<file path="src/rtl/booth_mult_arbiter_if.sv">
// Client/core bundle for booth_mult_arbiter: request side toward the clients and
// the start/done handshake toward the single shared Booth core.
interface booth_mult_arbiter_if #(
  parameter int NUM_REQ = 4
);
  logic [NUM_REQ-1:0]      req;
  logic [NUM_REQ-1:0][7:0] req_a;
  logic [NUM_REQ-1:0][7:0] req_b;
  logic [NUM_REQ-1:0]      ack;
  logic [NUM_REQ-1:0]      res_valid;
  logic [15:0]             res_product;
  logic                    busy;
  logic                    mul_start;
  logic [7:0]              mul_a;
  logic [7:0]              mul_b;
  logic                    mul_done;
  logic [15:0]             mul_product;
  logic                    err_timeout;

  // Clients plus core model side.
  modport master (
    output req, req_a, req_b, mul_done, mul_product,
    input  ack, res_valid, res_product, busy, mul_start, mul_a, mul_b, err_timeout
  );

  // Arbiter side.
  modport slave (
    input  req, req_a, req_b, mul_done, mul_product,
    output ack, res_valid, res_product, busy, mul_start, mul_a, mul_b, err_timeout
  );
endinterface

</file>
<file path="src/rtl/booth_mult_arbiter.sv">
// Round-robin arbiter sharing one sequential 8x8 signed Booth core among NUM_REQ clients.
// Optional RUN watchdog enabled by defining BOOTH_ARB_TIMEOUT_EN.
module booth_mult_arbiter #(
  parameter int NUM_REQ     = 4,
  parameter int PTR_W       = 2,
  parameter int TIMEOUT_CYC = 32
) (
  input  logic                clk,
  input  logic                rst_n,
  booth_mult_arbiter_if.slave bus
);

  if (PTR_W < $clog2(NUM_REQ)) begin : g_bad_ptr_w
    $error("PTR_W too narrow for NUM_REQ");
  end
  if (TIMEOUT_CYC < 1) begin : g_bad_timeout
    $error("TIMEOUT_CYC must be positive");
  end

  typedef enum logic [1:0] {IDLE, RUN, RESP} state_e;

  state_e             state_q;
  logic [PTR_W-1:0]   rr_q;
  logic [PTR_W-1:0]   grant_q;
  logic [NUM_REQ-1:0] ack_q;
  logic [NUM_REQ-1:0] res_valid_q;
  logic [15:0]        res_product_q;
  logic               busy_q;
  logic               mul_start_q;
  logic [7:0]         mul_a_q;
  logic [7:0]         mul_b_q;

  logic               win_vld_d;
  logic [PTR_W-1:0]   win_idx_d;
  logic [PTR_W-1:0]   scan_idx;

  // Scan downward so the candidate nearest rr_q is the last (winning) assignment.
  always_comb begin
    win_vld_d = 1'b0;
    win_idx_d = '0;
    scan_idx  = '0;
    for (int i = NUM_REQ - 1; i >= 0; i--) begin
      scan_idx = PTR_W'((int'(rr_q) + i) % NUM_REQ);
      if (bus.req[scan_idx]) begin
        win_vld_d = 1'b1;
        win_idx_d = scan_idx;
      end
    end
  end

`ifdef BOOTH_ARB_TIMEOUT_EN
  localparam int CNT_W = $clog2(TIMEOUT_CYC + 1);
  logic [CNT_W-1:0] cnt_q;
  logic             err_q;
`endif

  always_ff @(posedge clk or negedge rst_n) begin
    if (!rst_n) begin
      state_q       <= IDLE;
      rr_q          <= '0;
      grant_q       <= '0;
      ack_q         <= '0;
      res_valid_q   <= '0;
      res_product_q <= '0;
      busy_q        <= 1'b0;
      mul_start_q   <= 1'b0;
      mul_a_q       <= '0;
      mul_b_q       <= '0;
`ifdef BOOTH_ARB_TIMEOUT_EN
      cnt_q         <= '0;
      err_q         <= 1'b0;
`endif
    end else begin
      ack_q       <= '0;
      res_valid_q <= '0;
      case (state_q)
        IDLE: begin
          if (win_vld_d) begin
            mul_a_q            <= bus.req_a[win_idx_d];
            mul_b_q            <= bus.req_b[win_idx_d];
            mul_start_q        <= 1'b1;
            ack_q[win_idx_d]   <= 1'b1;
            grant_q            <= win_idx_d;
            busy_q             <= 1'b1;
            state_q            <= RUN;
`ifdef BOOTH_ARB_TIMEOUT_EN
            cnt_q              <= '0;
`endif
          end
        end
        RUN: begin
          // Start must fall on the done edge or the core reruns the operation.
          if (bus.mul_done) begin
            res_product_q        <= bus.mul_product;
            mul_start_q          <= 1'b0;
            res_valid_q[grant_q] <= 1'b1;
            state_q              <= RESP;
          end
`ifdef BOOTH_ARB_TIMEOUT_EN
          else if (cnt_q == CNT_W'(TIMEOUT_CYC - 1)) begin
            err_q                <= 1'b1;
            res_product_q        <= '0;
            mul_start_q          <= 1'b0;
            res_valid_q[grant_q] <= 1'b1;
            state_q              <= RESP;
          end else begin
            cnt_q <= cnt_q + 1'b1;
          end
`endif
        end
        RESP: begin
          rr_q    <= (grant_q == PTR_W'(NUM_REQ - 1)) ? '0 : grant_q + 1'b1;
          busy_q  <= 1'b0;
          state_q <= IDLE;
        end
        default: state_q <= IDLE;
      endcase
    end
  end

  assign bus.ack         = ack_q;
  assign bus.res_valid   = res_valid_q;
  assign bus.res_product = res_product_q;
  assign bus.busy        = busy_q;
  assign bus.mul_start   = mul_start_q;
  assign bus.mul_a       = mul_a_q;
  assign bus.mul_b       = mul_b_q;
`ifdef BOOTH_ARB_TIMEOUT_EN
  assign bus.err_timeout = err_q;
`else
  assign bus.err_timeout = 1'b0;
`endif

endmodule
</file>
<file path="src/flat_wrapper.sv">
// flat-port wrapper written by rule: the top's interface ports become plain ports
module booth_mult_arbiter_flat 
#(
  parameter int NUM_REQ     = 4,
  parameter int PTR_W       = 2,
  parameter int TIMEOUT_CYC = 32
)
  (clk, rst_n, bus_req, bus_req_a, bus_req_b, bus_mul_done, bus_mul_product, bus_ack, bus_res_valid, bus_res_product, bus_busy, bus_mul_start, bus_mul_a, bus_mul_b, bus_err_timeout);
  booth_mult_arbiter_if #(.NUM_REQ(NUM_REQ)) bus_i ();
  input  logic clk;
  input  logic rst_n;
  input wire logic [$bits(bus_i.req)-1:0] bus_req;
  input wire logic [$bits(bus_i.req_a)-1:0] bus_req_a;
  input wire logic [$bits(bus_i.req_b)-1:0] bus_req_b;
  input wire logic [$bits(bus_i.mul_done)-1:0] bus_mul_done;
  input wire logic [$bits(bus_i.mul_product)-1:0] bus_mul_product;
  output wire logic [$bits(bus_i.ack)-1:0] bus_ack;
  output wire logic [$bits(bus_i.res_valid)-1:0] bus_res_valid;
  output wire logic [$bits(bus_i.res_product)-1:0] bus_res_product;
  output wire logic [$bits(bus_i.busy)-1:0] bus_busy;
  output wire logic [$bits(bus_i.mul_start)-1:0] bus_mul_start;
  output wire logic [$bits(bus_i.mul_a)-1:0] bus_mul_a;
  output wire logic [$bits(bus_i.mul_b)-1:0] bus_mul_b;
  output wire logic [$bits(bus_i.err_timeout)-1:0] bus_err_timeout;
  assign bus_i.req = bus_req;
  assign bus_i.req_a = bus_req_a;
  assign bus_i.req_b = bus_req_b;
  assign bus_i.mul_done = bus_mul_done;
  assign bus_i.mul_product = bus_mul_product;
  assign bus_ack = bus_i.ack;
  assign bus_res_valid = bus_i.res_valid;
  assign bus_res_product = bus_i.res_product;
  assign bus_busy = bus_i.busy;
  assign bus_mul_start = bus_i.mul_start;
  assign bus_mul_a = bus_i.mul_a;
  assign bus_mul_b = bus_i.mul_b;
  assign bus_err_timeout = bus_i.err_timeout;
  booth_mult_arbiter #(.NUM_REQ(NUM_REQ), .PTR_W(PTR_W), .TIMEOUT_CYC(TIMEOUT_CYC)) u_core (.clk(clk), .rst_n(rst_n), .bus(bus_i));
endmodule
</file>
<file path="config.mk">
export PLATFORM = sky130hd
export DESIGN_NAME = booth_mult_arbiter_flat
export DESIGN_NICKNAME = d
export VERILOG_FILES = /design/src/rtl/booth_mult_arbiter_if.sv /design/src/rtl/booth_mult_arbiter.sv /design/src/flat_wrapper.sv
export SDC_FILE = /design/constraint.sdc
export NUM_CORES = 1
export LEC_CHECK = 0
export CAP_MARGIN = 25
export CELL_PAD_IN_SITES_DETAIL_PLACEMENT = 0
export CELL_PAD_IN_SITES_GLOBAL_PLACEMENT = 1
export CORE_AREA = 2 2 99 101
export DETAILED_ROUTE_END_ITERATION = 7
export DIE_AREA = 0 0 101 103
export GPL_ROUTABILITY_DRIVEN = 1
export PLACE_DENSITY_LB_ADDON = 0.08
export SYNTH_ARGS = -nofsm -noshare
export SYNTH_HDL_FRONTEND = slang
export SYNTH_SLANG_ARGS = --single-unit
export TNS_END_PERCENT = 20
</file>
<file path="constraint.sdc">
create_clock -name clk -period 2 [get_ports clk]
set_clock_uncertainty 0.2 [all_clocks]
set_input_delay 0.2 -clock clk [delete_from_list [all_inputs] [get_ports clk]]
set_output_delay 0.2 -clock clk [all_outputs]
set_load 0.05 [all_outputs]
</file>
* Word-level counts from Yosys, hierarchy flattened *
Index checks and enable logic that the tools add are counted.

word-level totals
  register bits after elaboration = 48
  input bits = 87
  output and inout bits = 43
  word-level logic and storage cells = 73

cells by class
  add/sub/neg operators = 4
  magnitude comparators = 8
  equality and inequality tests = 5
  mux-type cells = 36
  reductions and logical operators = 10

operator list
  kind                   number
  $bmux W8 S2            2
  $lt A2 B3 Y1 const B   6
  $mux W4                4
  $mux W8                2
  $mux W2                7
  $mux W1                12
  $bmux W1 S2            4
  $reduce_and A2 Y1      4
  $add A2 B1 Y2 const B  2
  $add A2 B2 Y2 const B  2
  $demux W1 S2           2
  $eq A2 B2 Y1 const B   2
  $ge A2 B1 Y1 const B   2
  $pmux W1 S2            2
  $pmux W2 S2            1
  $reduce_bool A2 Y1     2
  $reduce_and A3 Y1      1
  $eq A2 B1 Y1 const B   1
  $logic_and A1 B1 Y1    2
  $logic_not A2 Y1       1
  $ne A2 B1 Y1 const B   1
  $ne A2 B2 Y1 const B   1

* Logic depth before layout (Yosys ltp) *
  word-level depth = 13
  depth in mapped cells = 7
  mapped depth without buffers = 5

* Worst setup path before layout *
Ideal clock, no wire load.

  path type = reg2reg
  from = reg u_core.state_q[0]
  to = reg u_core.mul_a_q[6], in the netlist u_core.bus.mul_a[6]
  data arrival time = 1.510 ns
  data required time = 1.680 ns
  setup slack = 0.169 ns
  stages on the path, launching flop included = 7
  path buffers = 2
  cell sequence = dfrtp_1 > or3_1 > buf_6 > nor3_4 > buf_6 > o211ai_1 > o211a_1

between the ends
  cells in the longest elaborated chain, start to end = 2

ends and longest elaborated chain
  item                                line                      RTL
  from (decl)                         booth_mult_arbiter.sv:22  state_e state_q;
  from (signal assigned)              booth_mult_arbiter.sv:59  state_q <= IDLE;
  from (signal assigned)              booth_mult_arbiter.sv:85  state_q <= RUN;
  from (signal assigned)              booth_mult_arbiter.sv:97  state_q <= RESP;
  $logic_not A2 Y1                    booth_mult_arbiter.sv:76  case (state_q)
  $reduce_and A2 Y1 (no source line)  --
  to (signal assigned)                booth_mult_arbiter.sv:79  mul_a_q <= bus.req_a[win_idx_d];
  to (decl)                           booth_mult_arbiter.sv:30  logic [7:0] mul_a_q;

No other way between the ends.
A chain may end at the register's enable or synchronous reset.

* Final worst setup path *
  from = reg u_core.mul_a_q[5], in the netlist u_core.bus.mul_a[5]
  to = out bus_mul_a[5]

RTL lines
  item       line                RTL
  to (decl)  flat_wrapper.sv:22  output wire logic [$bits(bus_i.mul_a)-1:0] bus_mul_a;

No word-level cell between the ends.

==> impl_metrics.tcl <==
set metrics [dict create \
    synth_edf_count 0 \
    synth-main-ff-cell "sky130_fd_sc_hd__dfrtp_1" \
    pwr_density_cell_nw_per_um2 1500 \
    cts_sinks 48 \
    dominant_combinational_cell_family_by_area_after_synthesis "compound AO/OA/AOI/OAI gates" \
    synth_area_per_inst_um2 9.18 \
    synthXorXnorAreaFrac 0 \
    grt_util_all_layers 0.154 \
    clockPowerShare 0.120 \
    path_class "reg2out" \
    grt-ovfl-total 0 \
    finalCriticalPeriod_ns 1.90 \
    hold-path-cell-count 3 \
    place_ws_ns -0.145 \
    crit_path_max_fanout 2 \
    avgRoutedWirePerCell_um 14.7 \
    synth-seq-area-share 0.474 \
    drt_pass1_iterations 4 \
    grt_first_pass_wirelength_um 12600 \
    fin_crit_sh 0.948 \
    syn-cell-area_um2 2530 \
    cts_tree "done" \
    rows 36 \
    path_type_of_the_worst_min_delay_path "in2reg" \
    final_layout_size_suffix_gt1_frac 0.0898 \
    global_placer_s_final_weighted_congestion 0.752 \
    cp.required_ns 1.60 \
    critical-path-max-stage-delay_ns 0.82 \
    tritoncts.num_buffers 5 \
    clock_root_buffer_master "sky130_fd_sc_hd__clkbuf_8" \
    timing.reg2reg.setup_slack_ns 0.15 \
    antenna_found_initial 0 \
    die_ht_um 103 \
    design.final.nets 502 \
    ioPinCount 130 \
    rsz0062_at_grt "false" \
    critical_path.top_delay_family "buffers and inverters" \
    data_arrival_at_the_endpoint_of_the_critical_path_ns 1.50 \
    cts_setup_buffers 0 \
    fillCellCount 947 \
    clock_path_buffers 2 \
    yosys_warnings 0 \
    cts_max_level 2 \
    synth-compound-area-share 0.256 \
    synth_cell_types 34 \
    critPathBufInv 1 \
    critical_path.slowest_cell "sky130_fd_sc_hd__clkdlybuf4s50_1" \
    reg2regPathDepth 6 \
    routed_wl_um 7710 \
    worstPathCellList "clkdlybuf4s50_1" \
    power_uw 6220 \
    diode_insertion_count_for_antenna_repair 0 \
    timing.max_cap.violations 0 \
    max_slew_margin 0.623 \
    worst_hold_path.endpoint "u_core.bus.res_product[2]$_DFFE_PN0P_" \
    viasPerCell 4.62 \
    drt_first_iter_violations 36 \
    vias_in_the_first_global_route 2520 \
    peakVddDrop_mv 0.545 \
    register_area_um2 1200 \
    ant_nets 0 \
    leakage_uw 0.00188 \
    num_vias 2431 \
    multiInputGateArea_um2 1070 \
    slew_violations 0 \
    worst_r2r_endpoint "u_core.bus.mul_b[5]$_DFFE_PN0P_" \
    place.detailed.hpwl_um 5360 \
    cp-start-kind "register" \
    placeableCoreArea_um2 9460 \
    count_of_state_elements_after_synthesis 48 \
    power_frac_comb 0.612 \
    setup-violations-final 0 \
    synthSimpleGateAreaFrac 0.137 \
    internal_power_uw 3230 \
    timing.final.hold_violations 0 \
    slew_worst_pin_ns 0.566 \
    crit_path_setup_slack_layout_ns 0.104 \
    cts.clk_slew.worst_paths_ns 0.10 \
    port-buffer-count 128 \
    die_w_um 101 \
    grt_start_max_net_pins 36 \
    netlist_instances 276 \
    power.share.sequential 0.268 \
    p_sw_uw 2980 \
    insertion_delay_ns 0.31 \
    min_from "bus_mul_product[2]" \
    start_util 0.268 \
    r2r_start "u_core.rr_q[1]$_DFFE_PN0P_" \
    yosys.area_share.adder 0.0198 \
    power.share.switching 0.480 \
    syn2layout_area_growth_pct 63.7 \
    run_status "finished, final reports clean" \
    synth.mux.area_fraction 0.00445 \
    async_reset_ff_frac 1.00 \
    timing.fmax_ghz 0.527 \
    timing.critical_path.to_type "primary output" \
    drcViolationCount 0 \
    cp_depth 1 \
    die-area_um2 10400 \
    synthesis.nets 367 \
]
-- sequential cells by signal, indices dropped and copies added (netlist names) --
signal / flops
u_core.bus.mul_start: 1
u_core.bus.res_valid: 4
u_core.bus.ack: 4
u_core.grant_q: 2
u_core.bus.busy: 1
u_core.bus.mul_a: 8
u_core.state_q: 2
u_core.bus.mul_b: 8
u_core.bus.res_product: 16
u_core.rr_q: 2
-- routing by layer --
layer / share of wire / track usage
met3: 0.082 / 0.0407
met4: 0.012 / 0.0405
met5: 0 / 0
met2: 0.44 / 0.250
met1: 0.46 / 0.204
-- power by group through the flow --
stage	sequential, µW	clock, µW	combinational [µW]
3_3_place_gp	1690	0	3820
2_1_floorplan	2930	0	1210
6_report	1660	749	3800
5_1_grt	1730	825	4120
4_1_cts	1680	784	3860
3_5_place_dp	1690	0	3850
-- worst reg2reg max path: cells and delay by family (launching register included) --
family / cells / cell delay, ns
DFF: 1 / 0.47
and+or+nand+nor: 1 / 0.25
buffers and inverters: 1 / 0.18
AOI/OAI and AO/OA: 4 / 0.69
-- placed cells by master (no fill, tap or decap), types with 2 or more instances in the layout --
master	instances
sky130_fd_sc_hd__nor3_1	2
sky130_fd_sc_hd__clkbuf_8	5
sky130_fd_sc_hd__and2_1	5
sky130_fd_sc_hd__o211a_1	17
sky130_fd_sc_hd__nor2_1	3
sky130_fd_sc_hd__nand2b_1	2
sky130_fd_sc_hd__o211ai_1	31
sky130_fd_sc_hd__o21a_1	2
sky130_fd_sc_hd__buf_4	14
sky130_fd_sc_hd__inv_1	36
sky130_fd_sc_hd__nand2_1	54
sky130_fd_sc_hd__a21oi_1	2
sky130_fd_sc_hd__ha_1	4
sky130_fd_sc_hd__dfrtp_1	48
sky130_fd_sc_hd__buf_12	5
sky130_fd_sc_hd__o21ai_0	33
sky130_fd_sc_hd__clkdlybuf4s50_1	126
-- cell usage after synthesis, drive strengths merged, types with 2 or more instances --
cell type | number | area share
a21oi | 2 | 0.0040
buf | 9 | 0.037
o211a | 17 | 0.067
o211ai | 32 | 0.097
o21ai | 33 | 0.065
and2 | 5 | 0.012
nor3 | 4 | 0.014
clkbuf | 10 | 0.015
nor2 | 3 | 0.0044
nand2b | 2 | 0.0049
o21a | 2 | 0.0059
dfrtp | 48 | 0.47
or2 | 2 | 0.0049
nand2 | 54 | 0.080
ha | 4 | 0.020
inv | 37 | 0.055
-- layout make-up --
| class | count | share of cell area |
|---|---|---|
| Sequential cell | 48 | 0.290 |
| Clock inverter | 3 | 0.0112 |
| Multi-Input combinational cell | 172 | 0.257 |
| Timing Repair Buffer | 147 | 0.357 |
| Tap cell | 114 | 0.0344 |
| Inverter | 37 | 0.0335 |
| Clock buffer | 5 | 0.0166 |
-- cell families after synthesis --
group                    count (synthesis)
AO/OA/AOI/OAI                           91
AND/OR/NAND/NOR                         75
buffers and inverters                   56
flip-flops                              48
adder cells (fa/ha/maj)                  4
multiplexers                             1
other                                    1
-- worst max-delay path by stage --
stage | start | slack [ns] | to
6_report | u_core.bus.mul_a[5]$_DFFE_PN0P_ | 0.10 | bus_mul_a[5]
5_1_grt | u_core.rr_q[1]$_DFFE_PN0P_ | 0.04 | u_core.bus.mul_b[1]$_DFFE_PN0P_
4_1_cts | u_core.bus.mul_a[0]$_DFFE_PN0P_ | 0.09 | bus_mul_a[0]
3_5_place_dp | bus_req[1] | -0.14 | u_core.bus.mul_b[5]$_DFFE_PN0P_
3_3_place_gp | bus_req[1] | -0.12 | u_core.bus.mul_b[5]$_DFFE_PN0P_
2_1_floorplan | u_core.state_q[0]$_DFFE_PN0P_ | 0.17 | u_core.bus.mul_a[6]$_DFFE_PN0P_
-- metrics by stage --
step	cell area (µm²)	TNS [ns]	std cells	util	hold WS (ns)
detailed placement	4020	-1.90	517	0.425	0.0281
global placement	4020	-1.52	517	0.425	0.0290
CTS	4150	0	526	0.438	0.197
floorplan	2530	0	276	-	-0.296
finish	4150	0	526	0.438	0.201
global route	4150	0	526	0.438	0.207
-- repair_timing --
| item | CTS | global route |
|---|---|---|
| hold buffers | 1 | 0 |
| resized for setup | 0 | 0 |
| hold endpoints to repair | 19 | 0 |
Note: power is estimated with default switching activity, not from simulation.
